File: config.mk
export PLATFORM = sky130hd
export DESIGN_NAME = nubus_slave_ctrl_flat
export DESIGN_NICKNAME = d
export VERILOG_FILES = /design/src/rtl/nubus_slave_ctrl_if.sv /design/src/rtl/nubus_slave_ctrl.sv /design/src/flat_wrapper.sv
export SDC_FILE = /design/constraint.sdc
export NUM_CORES = 1
export LEC_CHECK = 0
export ABC_AREA = 0
export CAP_MARGIN = 40
export CORE_MARGIN = 2
export CORE_UTILIZATION = 30
export DETAILED_ROUTE_END_ITERATION = 8
export PLACE_DENSITY_LB_ADDON = 0.08
export SLEW_MARGIN = 20
export SYNTH_ARGS = -nofsm -noshare
export SYNTH_HDL_FRONTEND = slang
export SYNTH_SLANG_ARGS = --single-unit
File: constraint.sdc
create_clock -name nub_clkn -period 4.3 [get_ports nub_clkn]
set_clock_uncertainty 0.15 [all_clocks]
set_input_delay 1.29 -clock nub_clkn [delete_from_list [all_inputs] [get_ports nub_clkn]]
set_output_delay 1.29 -clock nub_clkn [all_outputs]
set_load 0.1 [all_outputs]
File: src/rtl/nubus_slave_ctrl_if.sv
// NuBus slave-side pin bundle plus local memory request/response channel.
// The slave modport is the responder's view; the master modport is the bus/memory side.
interface nubus_slave_ctrl_if;
  logic [3:0]  nub_idn;
  logic        nub_startn;
  logic        nub_ackn;
  logic        nub_tm0n;
  logic        nub_tm1n;
  logic [31:0] nub_adn;
  logic        nub_ackn_o;
  logic        nub_tm0n_o;
  logic        nub_tm1n_o;
  logic        slv_ackcyn_o;
  logic [31:0] nub_adn_o;
  logic        slv_adoen_o;
  logic        mem_valid_o;
  logic        mem_write_o;
  logic [31:0] mem_addr_o;
  logic [3:0]  mem_wstrb_o;
  logic [31:0] mem_wdata_o;
  logic        mem_ready_i;
  logic [31:0] mem_rdata_i;

  modport slave (
    input  nub_idn, nub_startn, nub_ackn, nub_tm0n, nub_tm1n, nub_adn,
    output nub_ackn_o, nub_tm0n_o, nub_tm1n_o, slv_ackcyn_o, nub_adn_o, slv_adoen_o,
    output mem_valid_o, mem_write_o, mem_addr_o, mem_wstrb_o, mem_wdata_o,
    input  mem_ready_i, mem_rdata_i
  );

  modport master (
    output nub_idn, nub_startn, nub_ackn, nub_tm0n, nub_tm1n, nub_adn,
    input  nub_ackn_o, nub_tm0n_o, nub_tm1n_o, slv_ackcyn_o, nub_adn_o, slv_adoen_o,
    input  mem_valid_o, mem_write_o, mem_addr_o, mem_wstrb_o, mem_wdata_o,
    output mem_ready_i, mem_rdata_i
  );
endinterface

File: src/rtl/nubus_slave_ctrl.sv
// NuBus slave responder: START decode -> one local valid/ready access -> one-clock ACK with TM status.
// START-to-ACK is 3 clocks minimum; a stalled memory is abandoned after WAIT_LIMIT clocks with try-again-later.
module nubus_slave_ctrl #(
  parameter int WAIT_LIMIT = 200,
  parameter bit SUPER_EN   = 1'b0
) (
  input  logic               nub_clkn,
  input  logic               nub_reset,
  nubus_slave_ctrl_if.slave  bus
);

  localparam logic [1:0] S_IDLE = 2'd0;
  localparam logic [1:0] S_DATA = 2'd1;
  localparam logic [1:0] S_WAIT = 2'd2;
  localparam logic [1:0] S_ACK  = 2'd3;

  // status codes as {tm1, tm0}, active-high
  localparam logic [1:0] ST_OK    = 2'b11;
  localparam logic [1:0] ST_ERR   = 2'b10;
  localparam logic [1:0] ST_RETRY = 2'b00;

  localparam logic [7:0] LIMIT = 8'(WAIT_LIMIT);

  logic [31:0] ad;
  logic        start;
  logic        ack_in;
  logic        tm1;
  logic        tm0;
  logic [3:0]  id;
  logic        match;
  logic [3:0]  strb_dec;
  logic        illegal_dec;
  logic [7:0]  cnt_inc;

  logic [1:0]  state_q, state_d;
  logic [31:0] addr_q, addr_d;
  logic [3:0]  wstrb_q, wstrb_d;
  logic        write_q, write_d;
  logic        illegal_q, illegal_d;
  logic [31:0] wdata_q, wdata_d;
  logic [31:0] rdata_q, rdata_d;
  logic [1:0]  status_q, status_d;
  logic        rd_ok_q, rd_ok_d;
  logic        mem_valid_q, mem_valid_d;
  logic [7:0]  wait_cnt_q, wait_cnt_d;
  logic        in_ack;

  assign ad      = ~bus.nub_adn;
  assign start   = ~bus.nub_startn;
  assign ack_in  = ~bus.nub_ackn;
  assign tm1     = ~bus.nub_tm1n;
  assign tm0     = ~bus.nub_tm0n;
  assign id      = ~bus.nub_idn;
  assign cnt_inc = wait_cnt_q + 8'd1;

  always_comb begin
    match = (ad[31:24] == {4'hF, id});
    if (SUPER_EN && (ad[31:28] == id)) match = 1'b1;
  end

  always_comb begin
    strb_dec    = 4'b0000;
    illegal_dec = 1'b0;
    if (tm0) begin
      strb_dec = 4'b0001 << ad[1:0];
    end else begin
      case (ad[1:0])
        2'b00:   strb_dec = 4'b1111;
        2'b01:   strb_dec = 4'b0011;
        2'b11:   strb_dec = 4'b1100;
        default: illegal_dec = 1'b1;  // block transfers are not supported
      endcase
    end
  end

  always_comb begin
    state_d     = state_q;
    addr_d      = addr_q;
    wstrb_d     = wstrb_q;
    write_d     = write_q;
    illegal_d   = illegal_q;
    wdata_d     = wdata_q;
    rdata_d     = rdata_q;
    status_d    = status_q;
    rd_ok_d     = rd_ok_q;
    mem_valid_d = mem_valid_q;
    wait_cnt_d  = wait_cnt_q;
    case (state_q)
      S_IDLE: begin
        // start with ack asserted is an attention cycle and gets no response
        if (start && !ack_in && match) begin
          addr_d    = {ad[31:2], 2'b00};
          wstrb_d   = strb_dec;
          write_d   = tm1;
          illegal_d = illegal_dec;
          rd_ok_d   = 1'b0;
          state_d   = S_DATA;
        end
      end
      S_DATA: begin
        wdata_d = ad;
        if (illegal_q) begin
          status_d = ST_ERR;
          state_d  = S_ACK;
        end else begin
          mem_valid_d = 1'b1;
          wait_cnt_d  = 8'd0;
          state_d     = S_WAIT;
        end
      end
      S_WAIT: begin
        if (bus.mem_ready_i) begin
          rdata_d     = bus.mem_rdata_i;
          status_d    = ST_OK;
          rd_ok_d     = ~write_q;
          mem_valid_d = 1'b0;
          state_d     = S_ACK;
        end else if (cnt_inc == LIMIT) begin
          status_d    = ST_RETRY;
          mem_valid_d = 1'b0;
          state_d     = S_ACK;
        end else begin
          wait_cnt_d = cnt_inc;
        end
      end
      S_ACK: begin
        rd_ok_d = 1'b0;
        state_d = S_IDLE;
      end
      default: state_d = S_IDLE;
    endcase
  end

  always_ff @(posedge nub_clkn or posedge nub_reset) begin
    if (nub_reset) begin
      state_q     <= S_IDLE;
      addr_q      <= '0;
      wstrb_q     <= '0;
      write_q     <= 1'b0;
      illegal_q   <= 1'b0;
      wdata_q     <= '0;
      rdata_q     <= '0;
      status_q    <= ST_RETRY;
      rd_ok_q     <= 1'b0;
      mem_valid_q <= 1'b0;
      wait_cnt_q  <= '0;
    end else begin
      state_q     <= state_d;
      addr_q      <= addr_d;
      wstrb_q     <= wstrb_d;
      write_q     <= write_d;
      illegal_q   <= illegal_d;
      wdata_q     <= wdata_d;
      rdata_q     <= rdata_d;
      status_q    <= status_d;
      rd_ok_q     <= rd_ok_d;
      mem_valid_q <= mem_valid_d;
      wait_cnt_q  <= wait_cnt_d;
    end
  end

  assign in_ack = (state_q == S_ACK);

  assign bus.nub_ackn_o   = ~in_ack;
  assign bus.slv_ackcyn_o = ~in_ack;
  assign bus.nub_tm1n_o   = ~(in_ack & status_q[1]);
  assign bus.nub_tm0n_o   = ~(in_ack & status_q[0]);
  assign bus.slv_adoen_o  = ~(in_ack & rd_ok_q);
  assign bus.nub_adn_o    = (in_ack & rd_ok_q) ? ~rdata_q : 32'hFFFF_FFFF;

  assign bus.mem_valid_o = mem_valid_q;
  assign bus.mem_write_o = write_q;
  assign bus.mem_addr_o  = addr_q;
  assign bus.mem_wstrb_o = wstrb_q;
  assign bus.mem_wdata_o = wdata_q;

endmodule

File: src/flat_wrapper.sv
// flat-port wrapper written by rule: the top's interface ports become plain ports
module nubus_slave_ctrl_flat 
#(
  parameter int WAIT_LIMIT = 200,
  parameter bit SUPER_EN   = 1'b0
)
  (nub_clkn, nub_reset, bus_nub_idn, bus_nub_startn, bus_nub_ackn, bus_nub_tm0n, bus_nub_tm1n, bus_nub_adn, bus_nub_ackn_o, bus_nub_tm0n_o, bus_nub_tm1n_o, bus_slv_ackcyn_o, bus_nub_adn_o, bus_slv_adoen_o, bus_mem_valid_o, bus_mem_write_o, bus_mem_addr_o, bus_mem_wstrb_o, bus_mem_wdata_o, bus_mem_ready_i, bus_mem_rdata_i);
  nubus_slave_ctrl_if bus_i ();
  input  logic nub_clkn;
  input  logic nub_reset;
  input wire logic [$bits(bus_i.nub_idn)-1:0] bus_nub_idn;
  input wire logic [$bits(bus_i.nub_startn)-1:0] bus_nub_startn;
  input wire logic [$bits(bus_i.nub_ackn)-1:0] bus_nub_ackn;
  input wire logic [$bits(bus_i.nub_tm0n)-1:0] bus_nub_tm0n;
  input wire logic [$bits(bus_i.nub_tm1n)-1:0] bus_nub_tm1n;
  input wire logic [$bits(bus_i.nub_adn)-1:0] bus_nub_adn;
  output wire logic [$bits(bus_i.nub_ackn_o)-1:0] bus_nub_ackn_o;
  output wire logic [$bits(bus_i.nub_tm0n_o)-1:0] bus_nub_tm0n_o;
  output wire logic [$bits(bus_i.nub_tm1n_o)-1:0] bus_nub_tm1n_o;
  output wire logic [$bits(bus_i.slv_ackcyn_o)-1:0] bus_slv_ackcyn_o;
  output wire logic [$bits(bus_i.nub_adn_o)-1:0] bus_nub_adn_o;
  output wire logic [$bits(bus_i.slv_adoen_o)-1:0] bus_slv_adoen_o;
  output wire logic [$bits(bus_i.mem_valid_o)-1:0] bus_mem_valid_o;
  output wire logic [$bits(bus_i.mem_write_o)-1:0] bus_mem_write_o;
  output wire logic [$bits(bus_i.mem_addr_o)-1:0] bus_mem_addr_o;
  output wire logic [$bits(bus_i.mem_wstrb_o)-1:0] bus_mem_wstrb_o;
  output wire logic [$bits(bus_i.mem_wdata_o)-1:0] bus_mem_wdata_o;
  input wire logic [$bits(bus_i.mem_ready_i)-1:0] bus_mem_ready_i;
  input wire logic [$bits(bus_i.mem_rdata_i)-1:0] bus_mem_rdata_i;
  assign bus_i.nub_idn = bus_nub_idn;
  assign bus_i.nub_startn = bus_nub_startn;
  assign bus_i.nub_ackn = bus_nub_ackn;
  assign bus_i.nub_tm0n = bus_nub_tm0n;
  assign bus_i.nub_tm1n = bus_nub_tm1n;
  assign bus_i.nub_adn = bus_nub_adn;
  assign bus_nub_ackn_o = bus_i.nub_ackn_o;
  assign bus_nub_tm0n_o = bus_i.nub_tm0n_o;
  assign bus_nub_tm1n_o = bus_i.nub_tm1n_o;
  assign bus_slv_ackcyn_o = bus_i.slv_ackcyn_o;
  assign bus_nub_adn_o = bus_i.nub_adn_o;
  assign bus_slv_adoen_o = bus_i.slv_adoen_o;
  assign bus_mem_valid_o = bus_i.mem_valid_o;
  assign bus_mem_write_o = bus_i.mem_write_o;
  assign bus_mem_addr_o = bus_i.mem_addr_o;
  assign bus_mem_wstrb_o = bus_i.mem_wstrb_o;
  assign bus_mem_wdata_o = bus_i.mem_wdata_o;
  assign bus_i.mem_ready_i = bus_mem_ready_i;
  assign bus_i.mem_rdata_i = bus_mem_rdata_i;
  nubus_slave_ctrl #(.WAIT_LIMIT(WAIT_LIMIT), .SUPER_EN(SUPER_EN)) u_core (.nub_clkn(nub_clkn), .nub_reset(nub_reset), .bus(bus_i));
endmodule
* Word level (Yosys, flattened, before mapping)
Cells that the tools add are included.
** Storage, ports and cells
- Register bits after elaboration :: 114
- Bits of input ports :: 75
- Output and inout port bits :: 107
** Operators by class
- Add/subtract/negate cells :: 1
- Equal/unequal tests :: 14
- Shift-type cells :: 1
- Mux-type cells :: 25
- Bitwise gates (word level) :: 13
- Reductions and logical operators :: 14
** Operators by type and width (count)
- $not A32 Y32 :: 2
- $mux W32 :: 1
- $mux W8 :: 3
- $pmux W8 S2 :: 1
- $mux W2 :: 6
- $pmux W4 S3 :: 1
- $reduce_and A3 Y1 :: 3
- $add A8 B1 Y8 const B :: 1
- $eq A8 B8 Y1 :: 1
- $eq A8 B8 Y1 const B :: 1
- $mux W1 :: 8
- $ne A2 B2 Y1 const B :: 4
- $pmux W2 S4 :: 1
- $not A1 Y1 :: 7
- $eq A2 B2 Y1 const B :: 3
- $reduce_and A2 Y1 :: 3
- $eq A2 B1 Y1 const B :: 2
- $logic_not A2 Y1 :: 2
- $mux W4 :: 1
- $ne A2 B1 Y1 const B :: 2
- $not A4 Y4 :: 1
- $pmux W2 S2 :: 1
- $reduce_and A4 Y1 :: 1
- $shl A1 B2 Y4 const A :: 1
- other kinds (8) :: 11

* Depth between registers and ports, before layout
Gate-level depths: netlist of the first run.
- Word-level depth :: 5
- Mapped depth :: 9
- Gate-level depth less buffers :: 8

* Least setup slack after synthesis of the first run
OpenSTA, ideal clock, no wires.
- Kind :: reg-to-output
- From :: register u_core.state_q[0]
- To :: output bus_nub_adn_o[10]
- Data arrival time :: 1787 ps
- Setup slack :: 1073 ps
- Stages on the path, launching flop included :: 6
- Path buffers :: 2
- Cells stage by stage :: dfrtp_1 ha_1 and2_1 clkbuf_1 clkbuf_1 nand2_1
** On the way
- Cells in the longest elaborated chain, start to end :: 3
** Ends and longest elaborated chain
- start: declaration :: RTL line nubus_slave_ctrl.sv:35 : logic [1:0] state_q, state_d;
- start signal: assignment :: RTL line nubus_slave_ctrl.sv:148 : state_q <= state_d;
- $eq A2 B2 Y1 :: RTL line nubus_slave_ctrl.sv:162 : assign in_ack = (state_q == S_ACK);
- $and A1 B1 Y1 :: RTL line nubus_slave_ctrl.sv:169 : assign bus.nub_adn_o = (in_ack & rd_ok_q) ? ~rdata_q : 32'hFFFF_FFFF;
- $mux W32 :: RTL line nubus_slave_ctrl.sv:169
- end: declaration :: RTL line flat_wrapper.sv:21 : output wire logic [$bits(bus_i.nub_adn_o)-1:0] bus_nub_adn_o;
Every way passes these cells.

* Worst setup path after layout of the first run
- From :: register u_core.state_q[0]
- To :: output bus_nub_adn_o[21]
The elaborated chain is that of the path after synthesis.

==> results.json, run 1 <==
{
  "drc": 0,
  "vias_per_cell": 4.37,
  "ys_seq_area_frac": 0.596,
  "gr-total-overflow": 0,
  "globalplace.congestion": 0.772,
  "htreeDepth": 4,
  "portBuffers": 179,
  "synth_edf_count": 0,
  "n_fill_cell": 1399,
  "worst_pin_slew_ns": 0.637,
  "core-area_mm2": 0.0158,
  "via_count": 3995,
  "clock-root-buffer": "clkbuf_16",
  "tns_ns": 0,
  "antenna_found_initial": 0,
  "synthSimpleGateAreaFrac": 0.134,
  "slew_headroom": 0.575,
  "finalHoldViolations": 0,
  "final_nets": 776,
  "cts_buffer_depth": 2,
  "critPathRequiredTime_ns": 2.86,
  "finalSetupViolCount": 0,
  "yosysTopAreaCell": "dfrtp_1",
  "cts_setup_buffers": 0,
  "finalCritPeriodShare": 0.829,
  "drt_iter0_drc": 125,
  "rows": 46,
  "r2r_slack_ns": 1.91,
  "status": "complete, no violations",
  "synth_fa_ha_area_frac": 0.0313,
  "synth_compound_area_frac": 0.109,
  "start_kind": "flop",
  "ant_nets": 0,
  "finalWirelength_um": 13300,
  "min_from": "u_core.bus.mem_addr_o[28]$_DFFE_PP0P_",
  "antenna_cells": 0,
  "yosys_warnings": 0,
  "grt_first_pass_wirelength_um": 21000,
  "die_x_um": 130,
  "dr.pass1.iters": 4,
  "maxCapViolCount": 0,
  "slew_violations": 0,
  "cts.repair.resized": 0,
  "worstSetupEndpointType": "output port",
  "areaGrowthSynthToFinish_pct": 79.1,
  "p_per_area_mw_per_mm2": 758,
  "r2r-end": "u_core.state_q[1]$_DFFE_PP0P_",
  "r2r_cells": 7,
  "synth_area_leaders": "dfrtp_1 (60%), mux2_2 (7.8%), nand2_1 (7.5%)",
  "cts_tree": "done",
  "start_util": 0.304,
  "ys_ff_latch": 114,
  "muxShareOfSynthArea": 0.0828,
  "cts.sink_count": 114,
  "drive_above_1_share": 0.263,
  "hold_end": "u_core.bus.mem_addr_o[28]$_DFFE_PP0P_",
  "fin_crit_ns": 3.56,
  "synth_xor_area_frac": 0.0146,
  "postCtsHoldBufs": 0,
  "rsz0062_at_grt": "false",
  "dieArea_mm2": 0.0170,
  "grt_pass1_vias": 4087,
  "worst_hold_path_type": "flop to flop",
  "io_pins": 182,
  "avgSynthCellArea_um2": 10.8,
  "die-height_um": 130,
  "synth_top_family_by_area": "simple AND/OR/NAND/NOR gates",
  "worst_ep_arrival_time_ns": 2.12,
  "synth_cell_type_count": 44,
  "ir_worst_vdd_mv": 0.762,
  "clkLatencyLatePin_ns": 0.40,
  "dp_hpwl_um": 9640,
  "maxClockFrequency_ghz": 0.281,
  "cts-buffers-inserted": 17,
  "crit_path_max_fanout": 33,
  "yosys_most_used_dff": "dfrtp_1",
  "clk_pin_slew_worst_paths_ns": 0.05,
  "netlist_instances": 445,
  "synth_top_area_frac": 0.596,
  "grtUsageTotal": 0.162,
  "syn_area_mm2": 0.00479,
  "grt_max_degree": 51,
  "wl_per_cell_um": 14.5,
  "reg2reg_from": "u_core.wait_cnt_q[0]$_DFFE_PP0P_",
  "p_leak_nw": 3.76,
  "synthArstFlopShare": 1.00,
  "post-route-util": 0.544,
  "holdPathStages": 1,
  "critPathKind": "flop to output port"
}
==> power breakdown <==
part | switching [mW] | total (mW) | internal, mW
combinational | 2.25 | 3.56 | 1.31
sequential | 0.194 | 1.62 | 1.43
clock | 0.459 | 1.33 | 0.867
==> how the worst max path moves through the flow <==
stage / slack [ns] / depth (start not counted) / from / end
after floorplan: 1.07 / 5 / u_core.state_q[0]$_DFFE_PP0P_ / bus_nub_adn_o[10]
final: 0.74 / 4 / u_core.state_q[0]$_DFFE_PP0P_ / bus_nub_adn_o[21]
after CTS: 0.70 / 4 / u_core.state_q[0]$_DFFE_PP0P_ / bus_nub_adn_o[21]
after detailed placement: 0.60 / 8 / bus_nub_adn[29] / u_core.bus.mem_wstrb_o[0]$_DFFE_PP0P_
after global routing: 0.56 / 4 / u_core.state_q[0]$_DFFE_PP0P_ / bus_nub_adn_o[21]
after global placement: 0.62 / 8 / bus_nub_adn[29] / u_core.bus.mem_wstrb_o[1]$_DFFE_PP0P_
==> metal layers <==
layer | part of all wire | wire length [um] | vias up | GRT usage
li1 | - | - | 1973 | -
met1 | 0.44 | 5810 | 1888 | 0.205
met2 | 0.47 | 6270 | 124 | 0.257
met3 | 0.079 | 1040 | 10 | 0.0627
met4 | 0.0094 | 125 | 0 | 0.0507
met5 | 0 | 0 | - | 0
==> stage by stage <==
step	cells	cell area, um2	hold WS (ns)	worst slack (ns)	power, mW
2_1_floorplan	446	4800	0.306	1.07	3.83
3_3_place_gp	820	6700	0.309	0.617	4.48
3_5_place_dp	885	8020	0.316	0.598	5.20
4_1_cts	914	8560	0.328	0.702	6.56
5_1_grt	915	8580	0.349	0.555	6.83
6_report	915	8580	0.321	0.737	6.50
==> synthesized netlist by cell type, types with 2 or more instances <==
master and instances:
buf_1 3, buf_4 4, nand2b_1 7, mux2_2 33, xnor2_1 7, o2bb2ai_1 4
nor2_1 19, clkbuf_1 18, o21bai_1 2, a21oi_1 21, nand2_1 96, inv_1 11
ha_1 12, nor3b_1 3, a21o_1 3, or3_1 2, dfrtp_1 114, o21ai_0 56
o31ai_1 3, nand3_1 3
==> worst max-delay path, cell delays in order, from the launching register on <==
cell and delay [ns]:
dfrtp_1 0.44, ha_1 0.26, and2_2 0.58, nand2_1 0.16, buf_4 0.27
==> sequential cells by signal, summed over array words and instances, names as in the netlist <==
register	flops
u_core.bus.mem_valid_o	1
u_core.status_q	2
u_core.bus.mem_write_o	1
u_core.state_q	2
u_core.wait_cnt_q	8
u_core.bus.mem_wdata_o	32
u_core.rdata_q	32
u_core.bus.mem_addr_o	30
u_core.rd_ok_q	1
u_core.bus.mem_wstrb_o	4
u_core.illegal_q	1
==> placed cells by master, fill, tap and decap left out, types with 4 or more instances in the layout <==
master and instances:
clkdlybuf4s50_1 138, dfrtp_1 114, nand2_1 95, o21ai_0 56
buf_4 45, buf_8 38, mux2_2 33, buf_16 27
a21oi_1 21, nor2_1 19, clkbuf_16 17, ha_1 12
inv_1 10, xnor2_1 7, nand2b_1 7, clkinv_2 5
o2bb2ai_1 4
==> cell families (layout without fill, tap and decap cells) <==
logic type,after synthesis,count (layout)
buf+inv,37,290
mux,35,35
flops,114,114
xor+xnor,8,8
fa+ha+maj,12,12
compound gates,94,94
simple gates,144,144
other cells,1,2
==> cell type report <==
cell class	instances	area, um2	share of cell area
multi-input cells	295	1790	0.209
flip-flops and latches	114	2850	0.333
well taps	216	270	0.0315
inverters	11	45.0	0.00525
clock buffers	22	464	0.0541
clock inverters	7	85.1	0.00992
repair buffers	250	3070	0.358
Note: power is estimated with default switching activity, not from simulation.
==> inputs of run 2 (changes only) <==
Clock period 4.3 ns to 3 ns, I/O delays scaled along.
==> run 2 against run 1 <==
  * Hold slack got worse by 0.0032 ns
  * Non-clock buffer count down 60
  * Critical path depth up 1
  * Final cell count shrank 6.2%
  * Die area is the same
  * Via count decreased by 5.0%
  * Setup slack got worse by 0.57 ns
  * Sequential power grew 43%
  * Cell area is 9.8% lower
  * Largest power group unchanged
==> results.json, run 2 (synthesis gave the netlist of run 1 again) <==
{
  "clock-root-buffer": "clkbuf_16",
  "rsz0062_at_grt": "false",
  "cts-buffers-inserted": 17,
  "grt_first_pass_wirelength_um": 20300,
  "mostFrequentLayoutCells": "dfrtp_1 (114), nand2_1 (95), clkdlybuf4s50_1 (74), buf_4 (74), o21ai_0 (56)",
  "gr-total-overflow": 0,
  "start_util": 0.304,
  "rows": 46,
  "die-height_um": 130,
  "slew_violations": 0,
  "crit_path_max_fanout": 12,
  "io_pins": 182,
  "status": "complete, no violations",
  "die_x_um": 130,
  "post-route-util": 0.491,
  "grt_pass1_vias": 3938,
  "dieArea_mm2": 0.0170,
  "tns_ns": 0,
  "grtUsageTotal": 0.155,
  "critPathKind": "flop to output port",
  "finalCritPeriodShare": 0.945,
  "drc": 0,
  "cts_buffer_depth": 2,
  "portBuffers": 179,
  "worst_ep_arrival_time_ns": 1.79,
  "antenna_cells": 0,
  "clk_pin_slew_worst_paths_ns": 0.05,
  "finalWirelength_um": 12700,
  "globalplace.congestion": 0.800,
  "worst_pin_slew_ns": 0.551,
  "design_power_total_mw": 8.86,
  "antenna_found_initial": 1,
  "finalHoldViolations": 0,
  "critPathRequiredTime_ns": 1.95,
  "grt_max_degree": 52,
  "postCtsHoldBufs": 0,
  "clkLatencyLatePin_ns": 0.41,
  "areaGrowthSynthToFinish_pct": 61.5,
  "cts_tree": "done",
  "htreeDepth": 4,
  "dp_hpwl_um": 9230,
  "p_per_area_mw_per_mm2": 1150,
  "wl_per_cell_um": 14.8,
  "maxClockFrequency_ghz": 0.353,
  "ir_worst_vdd_mv": 0.866,
  "maxCapViolCount": 0,
  "route.met2.wl_um": 5860,
  "ant_nets": 0,
  "cts.sink_count": 114,
  "mostFrequentLayoutCell": "dfrtp_1",
  "final_nets": 716,
  "vias_per_cell": 4.42,
  "core-area_mm2": 0.0158,
  "fin_crit_ns": 2.84,
  "slew_headroom": 0.630,
  "start_kind": "flop",
  "worstSetupEndpointType": "output port",
  "wl_met3_um": 1070,
  "finalSetupViolCount": 0,
  "wirelength_met1_um": 5520,
  "drt_iter0_drc": 133,
  "dr.pass1.iters": 4,
  "dr.max_layer_used": "met5",
  "via_count": 3794,
  "drive_above_1_share": 0.296,
  "worst_hold_path_type": "flop to flop",
  "p_leak_nw": 3.57
}
## run 2: layer usage
| metal | GRT usage | up-vias |
|---|---|---|
| met5 | 0 | - |
| met4 | 0.0695 | 2 |
| met3 | 0.0615 | 21 |
| met2 | 0.245 | 129 |
| met1 | 0.188 | 1775 |
| li1 | - | 1867 |
## run 2: critical path: stages, from the launching register on
cell,delay [ns]
dfrtp_1,0.45
ha_2,0.26
and2_1,0.16
buf_4,0.20
nand2_1,0.12
buf_12,0.18
## run 2: per-stage QoR
step                cells  hold WS (ns)  area (um2)  setup slack (ns)
floorplan             446         0.306        4800             0.163
global placement      826         0.305        7080           -0.0328
detailed placement    826         0.311        7080           -0.0712
CTS                   858         0.324        7730            0.0380
global route          858         0.332        7740            0.0328
finish                858         0.318        7740             0.165
## run 2: what timing repair did
action                     in CTS  in global routing
setup endpoints to repair       0                 21
buffers inserted                0                  0
gates resized for setup         0                  2
## run 2: power breakdown
part           total [mW]  internal [mW]  switching (mW)
logic                4.29           1.22            3.07
registers            2.32           2.04           0.280
clock network        2.25           1.55           0.697
total                8.86           4.81            4.05
## run 2: final timing paths
path | depth (start not counted) | endpoint | start | slack [ns]
worst min register to register | 1 | u_core.bus.mem_addr_o[28]$_DFFE_PP0P_ | u_core.bus.mem_addr_o[28]$_DFFE_PP0P_ | 0.32
min in group asynchronous | 2 | u_core.bus.mem_wstrb_o[2]$_DFFE_PP0P_ | nub_reset | 0.71
worst min-delay path | 1 | u_core.bus.mem_addr_o[28]$_DFFE_PP0P_ | u_core.bus.mem_addr_o[28]$_DFFE_PP0P_ | 0.32
worst max-delay path | 5 | bus_nub_adn_o[8] | u_core.state_q[0]$_DFFE_PP0P_ | 0.16
worst max register to register | 7 | u_core.state_q[1]$_DFFE_PP0P_ | u_core.wait_cnt_q[0]$_DFFE_PP0P_ | 0.57
max in group asynchronous | 3 | u_core.bus.mem_wdata_o[28]$_DFFE_PP0N_ | nub_reset | 1.38
## run 2: final cells by class
type / count / area, um2
Tap cell: 216 / 270
Clock inverter: 11 / 209
Clock buffer: 21 / 440
Fill cell: 1493 / 8030
Multi-Input combinational cell: 295 / 1790
Inverter: 11 / 45.0
Sequential cell: 114 / 2850
Timing Repair Buffer: 190 / 2130
